==> src/rtl/packet_dispatcher_pkg.sv <==
// rtl/packet_dispatcher_pkg.sv - shared packet types and field layout for the SPI-to-framebuffer path
package packet_dispatcher_pkg;

    // Packet header carried alongside each FIFO word.
    typedef enum logic [1:0] {
        PKT_NOP       = 2'b00,
        PKT_PIXEL     = 2'b01,
        PKT_CLEAR     = 2'b10,
        PKT_FRAME_END = 2'b11
    } pkt_type_t;

    // 32-bit packet word layout, MSB first.
    typedef struct packed {
        logic [7:0] v;      // row
        logic [7:0] h;      // column
        logic [3:0] g;      // green nibble
        logic [3:0] b;      // blue nibble
        logic [3:0] rsvd;   // unused
        logic [3:0] r;      // red nibble
    } Packet_t;

    localparam int COLOR_W = 12;
    localparam int ADDR_W  = 16;

    // RGB444 color as it is written to the framebuffer.
    function automatic logic [COLOR_W-1:0] pkt_color(input Packet_t p);
        return {p.r, p.g, p.b};
    endfunction

endpackage

==> src/rtl/packet_dispatcher_clear_sweeper.sv <==
// rtl/packet_dispatcher_clear_sweeper.sv - h/v raster counter used to sweep the framebuffer on CLEAR
//
// Ports:
//   clk, rst_n   clock, asynchronous active-low reset
//   start        reload h = 0, v = 0
//   en           advance one pixel this cycle
//   h, v         current raster position
//   wrap         h is at its last column this cycle (row ends)
//   done         last pixel of the frame is being visited this cycle
module clear_sweeper #(
    parameter int H_PIX = 256,
    parameter int V_PIX = 192
) (
    input  logic       clk,
    input  logic       rst_n,
    input  logic       start,
    input  logic       en,
    output logic [7:0] h,
    output logic [7:0] v,
    output logic       wrap,
    output logic       done
);

    localparam logic [7:0] H_LAST = 8'(H_PIX - 1);
    localparam logic [7:0] V_LAST = 8'(V_PIX - 1);

    assign wrap = en && (h == H_LAST);
    assign done = wrap && (v == V_LAST);

    always_ff @(posedge clk or negedge rst_n) begin
        if (!rst_n) begin
            h <= 8'd0;
            v <= 8'd0;
        end else if (start) begin
            h <= 8'd0;
            v <= 8'd0;
        end else if (en) begin
            if (wrap) begin
                h <= 8'd0;
                // Returning to 0,0 after the last pixel leaves the counter ready for the next sweep.
                v <= done ? 8'd0 : v + 8'd1;
            end else begin
                h <= h + 8'd1;
            end
        end
    end

endmodule

==> src/rtl/packet_dispatcher.sv <==
// rtl/packet_dispatcher.sv - decodes SPI FIFO packets into framebuffer pixel writes, clears and frame pulses
//
// Ports:
//   clk, rst_n        clock, asynchronous active-low reset
//   fifo_dout         packet word, valid the cycle after fifo_re
//   fifo_packet_type  packet header, valid with fifo_dout
//   fifo_empty        FIFO has no readable word
//   fifo_re           pop one FIFO word
//   fb_we/addr/data   framebuffer write port, addr = {h, v}, data RGB444
//   frame_done        one-cycle pulse on FRAME_END
//   busy              FSM not idle
//   drop_count        saturating count of out-of-range pixel packets
module packet_dispatcher
    import packet_dispatcher_pkg::*;
#(
    parameter int H_PIX = 256,
    parameter int V_PIX = 192
) (
    input  logic        clk,
    input  logic        rst_n,
    input  logic [31:0] fifo_dout,
    input  logic [1:0]  fifo_packet_type,
    input  logic        fifo_empty,
    output logic        fifo_re,
    output logic        fb_we,
    output logic [15:0] fb_addr,
    output logic [11:0] fb_data,
    output logic        frame_done,
    output logic        busy,
    output logic [7:0]  drop_count
);

    typedef enum logic [1:0] {
        IDLE,
        FETCH,
        DECODE,
        CLEAR
    } state_t;

    state_t       state, state_nxt;
    Packet_t      pkt;
    pkt_type_t    ptype;
    logic         in_range;
    logic         drop_inc;
    logic         sweep_start;
    logic         sweep_en;
    logic [7:0]   sweep_h, sweep_v;
    logic         sweep_wrap, sweep_done;
    logic [COLOR_W-1:0] clr_color;
    logic         unused_bits;

    assign pkt         = Packet_t'(fifo_dout);
    assign ptype       = pkt_type_t'(fifo_packet_type);
    assign in_range    = ({24'd0, pkt.h} < 32'(H_PIX)) && ({24'd0, pkt.v} < 32'(V_PIX));
    assign sweep_start = (state == DECODE) && (ptype == PKT_CLEAR);
    assign sweep_en    = (state == CLEAR);
    assign busy        = (state != IDLE);
    assign unused_bits = ^{pkt.rsvd, sweep_wrap};

    clear_sweeper #(
        .H_PIX (H_PIX),
        .V_PIX (V_PIX)
    ) u_sweeper (
        .clk   (clk),
        .rst_n (rst_n),
        .start (sweep_start),
        .en    (sweep_en),
        .h     (sweep_h),
        .v     (sweep_v),
        .wrap  (sweep_wrap),
        .done  (sweep_done)
    );

    always_ff @(posedge clk or negedge rst_n) begin
        if (!rst_n) begin
            state      <= IDLE;
            drop_count <= 8'd0;
            clr_color  <= '0;
        end else begin
            state <= state_nxt;
            if (drop_inc && (drop_count != 8'hFF)) begin
                drop_count <= drop_count + 8'd1;
            end
            if (sweep_start) begin
                clr_color <= pkt_color(pkt);
            end
        end
    end

    always_comb begin
        state_nxt  = state;
        fifo_re    = 1'b0;
        fb_we      = 1'b0;
        fb_addr    = '0;
        fb_data    = '0;
        frame_done = 1'b0;
        drop_inc   = 1'b0;
        case (state)
            IDLE: begin
                if (!fifo_empty) begin
                    // IDLE is also the reset state; gating with rst_n keeps the pop low while reset is held.
                    fifo_re   = rst_n;
                    state_nxt = FETCH;
                end
            end
            FETCH: begin
                state_nxt = DECODE;
            end
            DECODE: begin
                state_nxt = IDLE;
                case (ptype)
                    PKT_PIXEL: begin
                        if (in_range) begin
                            fb_we   = 1'b1;
                            fb_addr = {pkt.h, pkt.v};
                            fb_data = pkt_color(pkt);
                        end else begin
                            drop_inc = 1'b1;
                        end
                    end
                    PKT_CLEAR:     state_nxt  = CLEAR;
                    PKT_FRAME_END: frame_done = 1'b1;
                    default:       ;
                endcase
            end
            CLEAR: begin
                fb_we   = 1'b1;
                fb_addr = {sweep_h, sweep_v};
                fb_data = clr_color;
                if (sweep_done) begin
                    state_nxt = IDLE;
                end
            end
            default: state_nxt = IDLE;
        endcase
    end

endmodule
==> config.mk <==
export PLATFORM = sky130hd
export DESIGN_NAME = packet_dispatcher
export DESIGN_NICKNAME = d
export VERILOG_FILES = /design/src/rtl/packet_dispatcher_pkg.sv /design/src/rtl/packet_dispatcher_clear_sweeper.sv /design/src/rtl/packet_dispatcher.sv
export SDC_FILE = /design/constraint.sdc
export NUM_CORES = 1
export LEC_CHECK = 0
export BUFFER_PORTS_ARGS = -buffer_cell sky130_fd_sc_hd__buf_2
export CAP_MARGIN = 5
export CORE_ASPECT_RATIO = 0.9
export CORE_UTILIZATION = 40
export DETAILED_ROUTE_END_ITERATION = 12
export PLACE_DENSITY = 0.66
export SLEW_MARGIN = 0
export SYNTH_ARGS = -nofsm -noshare
export SYNTH_HDL_FRONTEND = slang
export SYNTH_SLANG_ARGS = --single-unit
==> constraint.sdc <==
create_clock -name clk -period 4.8 [get_ports clk]
set_input_delay 0.48 -clock clk [delete_from_list [all_inputs] [get_ports clk]]
set_output_delay 0.48 -clock clk [all_outputs]
set_load 0.02 [all_outputs]
==> flow_summary_export.csv <==
group,metric,value,unit
status,status,"completed",
clock_tree,tritoncts,"done",
yosys,synth-seq-cells,38,
worst_setup_path,slowest_stage,"and3_1",
clock_tree,cts-resized-gates,0,
routing,route.vias.total,1931,
sta,setup_viol,0,
sta,finalCritPeriodShare,0.587,
floorplan,dieArea,5640,sq um
worst_setup_path,cp_top_family,"simple AND/OR/NAND/NOR gates",
routing,drtIter0Drc,129,
floorplan,start_util,0.429,
worst_setup_path,slowest_delay,0.86,ns
final_layout,fin_nets,324,
yosys,synth_top_family_by_area,"simple AND/OR/NAND/NOR gates",
yosys,synth_most_common_cell,"dfrtp_1",
global_route,grt_max_degree,40,
worst_setup_path,required,4.32,ns
place,finalWeightedCongestion,0.747,
final_layout,areaGrowthSynthToFinish,22.9,%
global_route,grt_pass1_vias,1839,
yosys,synthAdderAreaFrac,0.0176,
clock_tree,clk_pin_slew,0.07,ns
yosys,synthMuxAreaShare,0.0732,
yosys,seq_area_frac_synth,0.445,
yosys,async_flop_share,1.00,
clock_tree,cts-root-buf,"clkbuf_8",
clock_tree,h-tree-depth,2,
place,numPlacedInstances,342,
floorplan,rows,24,
routing,firstDrtPassIters,4,
routing,routed_wl,5.04,mm
final_layout,final_cell_count_no_fill,350,
yosys,synth-simple-area-share,0.227,
min_path,hold_path.class,"primary input to asynchronous set/reset pin",
sta,min_period,2.82,ns
yosys,syn_nets,256,
routing,ant_nets,0,
floorplan,chipHeight,71.3,um
sta,hold_viol_final,0,
clock_tree,cts_sinks,38,
worst_setup_path,critPathCaptureType,"primary output",
floorplan,chipWidth,79.0,um
yosys,synthFlopType,"dfrtp_1",
pwr,peakVddDrop,0.260,mV
floorplan,core,4980,sq um
final_layout,multi_input_area,1130,sq um
yosys,yosys.area.top_type,"dfrtp_1",
worst_setup_path,critPathArrivalTime,2.34,ns
floorplan,ios,77,
yosys,yosys_warnings,0,
place,dp_hpwl,3.45,mm
global_route,antenna_found_initial,0,
final_layout,post-route-util,0.527,
sta,setup_tns,0,ns
final_layout,fillCellCount,493,
sta,skew,0.00700,ns
worst_setup_path,start_kind,"register",
job,cap_violations,0,
sta,relSlewSlack,0.298,
routing,avgRoutedWirePerCell,14.4,um
sta,fin_ws,1.98,ns
sta,rsz0062_at_grt,"no",
yosys,synth-compound-area-share,0.169,
final_layout,regArea,951,sq um
yosys,synthDistinctLibCells,42,
yosys,synth_edf_count,0,
yosys,netlist_area,2140,sq um
worst_setup_path,cp_num_buf_inv,1,
routing,via_per_inst,5.52,
place,io_buffers,72,
sta,tightest_slew,1.05,ns
yosys,synth.area.top_cells,"dfrtp_1 44%, a22o_1 9.4%, mux2_2 6.9%, nand2_1 4.9%, xor2_1 2.9%",
pwr,power.density,469,nW/um^2
yosys,synth_xor_area_frac,0.0451,
clock_tree,clk_path_buf_depth,2,
clock_tree,numCtsBuffers,5,
global_route,overflow,0,
yosys,syn_inst,216,
yosys,synth_common_cells,"38 x dfrtp_1, 28 x nand2_1, 23 x a22o_1",
worst_setup_path,worstPathCellList,"nor2b_1, and3_1, a22o_1, buf_2",
routing,drc,0,
yosys,syn_area_per_cell,9.89,sq um
clock_tree,clock_latency,0.29,ns
place,detailedPlace.worstSlack,2.22,ns
global_route,grt_first_pass_wirelength,8.58,mm
yosys,yosys.area.top_type_share,0.445,
worst_setup_path,cp_max_fo,27,
pwr,p_leak,1.31,nW
global_route,track_usage,0.194,
sta,maxSlewViolCount,0,
worst_setup_path,crit_type,"register to primary output",
clock_tree,hold_buffers,0,
clock_tree,cts_setup_buffers,0,
final_layout,drive_gt1_frac,0.340,
sta,fmax,355,MHz
final_layout,antennaDiodeCount,0,
## worst paths after layout
check	to	slack (ns)	cells after the start	startpoint
worst max-delay path	fb_data[0]	1.98	4	state[0]$_DFFE_PN0P_
worst min-delay path	state[1]$_DFFE_PN0P_	0.30	1	rst_n
worst max register to register	u_sweeper.h[6]$_DFFE_PN0P_	2.52	4	state[0]$_DFFE_PN0P_
worst min register to register	drop_count[7]$_DFFE_PN0P_	0.49	1	drop_count[7]$_DFFE_PN0P_
max in group asynchronous	u_sweeper.h[7]$_DFFE_PN0P_	3.95	1	rst_n
min in group clk	clr_color[2]$_DFFE_PN0P_	0.44	2	fifo_dout[10]
## placed cells by master (no fill, tap or decap), drive strengths merged, types with 2 or more instances in the layout
master	instances
dfrtp	38
o21a	2
nand4	8
nand2	28
nand4b	4
and3b	2
nor3	7
o31ai	3
inv	2
nor2b	2
nor2	12
ha	3
or2	3
o21ai	4
nor4	4
mux2	13
clkbuf	7
xor2	7
a21oi	6
nand3	8
buf	72
a211oi	2
and3	3
or3	3
and2	2
a22o	23
xnor2	4
## power breakdown
part	internal [mW]	switching, mW
combinational	0.198	0.255
sequential	0.429	0.126
clock	0.116	0.107
## sequential cells by signal, indices dropped and copies added, names as in the netlist
signal and count:
state 2, drop_count 8, u_sweeper.h 8, u_sweeper.v 8
clr_color 12
## cell type report
| type | count | share of cell area |
|---|---|---|
| Timing Repair Buffer | 72 | 0.137 |
| Tap cell | 65 | 0.0310 |
| Clock buffer | 7 | 0.0329 |
| Sequential cell | 38 | 0.362 |
| Inverter | 2 | 0.00286 |
| Multi-Input combinational cell | 165 | 0.432 |
| Clock inverter | 1 | 0.00191 |
## worst register-to-register path, delay by kind of cell (launching register included)
| kind | cells | cell delay, ns |
|---|---|---|
| AOI/OAI and AO/OA | 1 | 0.14 |
| DFF | 1 | 0.52 |
| and+or+nand+nor | 3 | 1.55 |
## through the flow
stage	cell area (sq um)	hold WS, ns	total power [mW]
after floorplan	2140	0.184	0.863
after global placement	2530	0.483	1.00
after detailed placement	2530	0.480	1.02
after CTS	2630	0.334	1.24
after global routing	2630	0.383	1.32
final	2630	0.299	1.23
## cells by family (layout without fill, tap and decap cells)
group                      count (synthesis)  in the layout
AOI/OAI and AO/OA                         47             47
buffers and inverters                     13             82
muxes                                     14             14
xor gates and xnor gates                  11             11
adders and majority gates                  3              3
and+or+nand+nor                           90             90
DFF                                       38             38
## layer usage
layer | global-route usage | up-vias | share of wire
met5 | 0 | - | 0
met4 | 0.0424 | 0 | 0.0099
met1 | 0.271 | 946 | 0.48
met3 | 0.0369 | 7 | 0.038
li1 | - | 934 | -
met2 | 0.313 | 44 | 0.47
(Power assumes the default switching activity.)
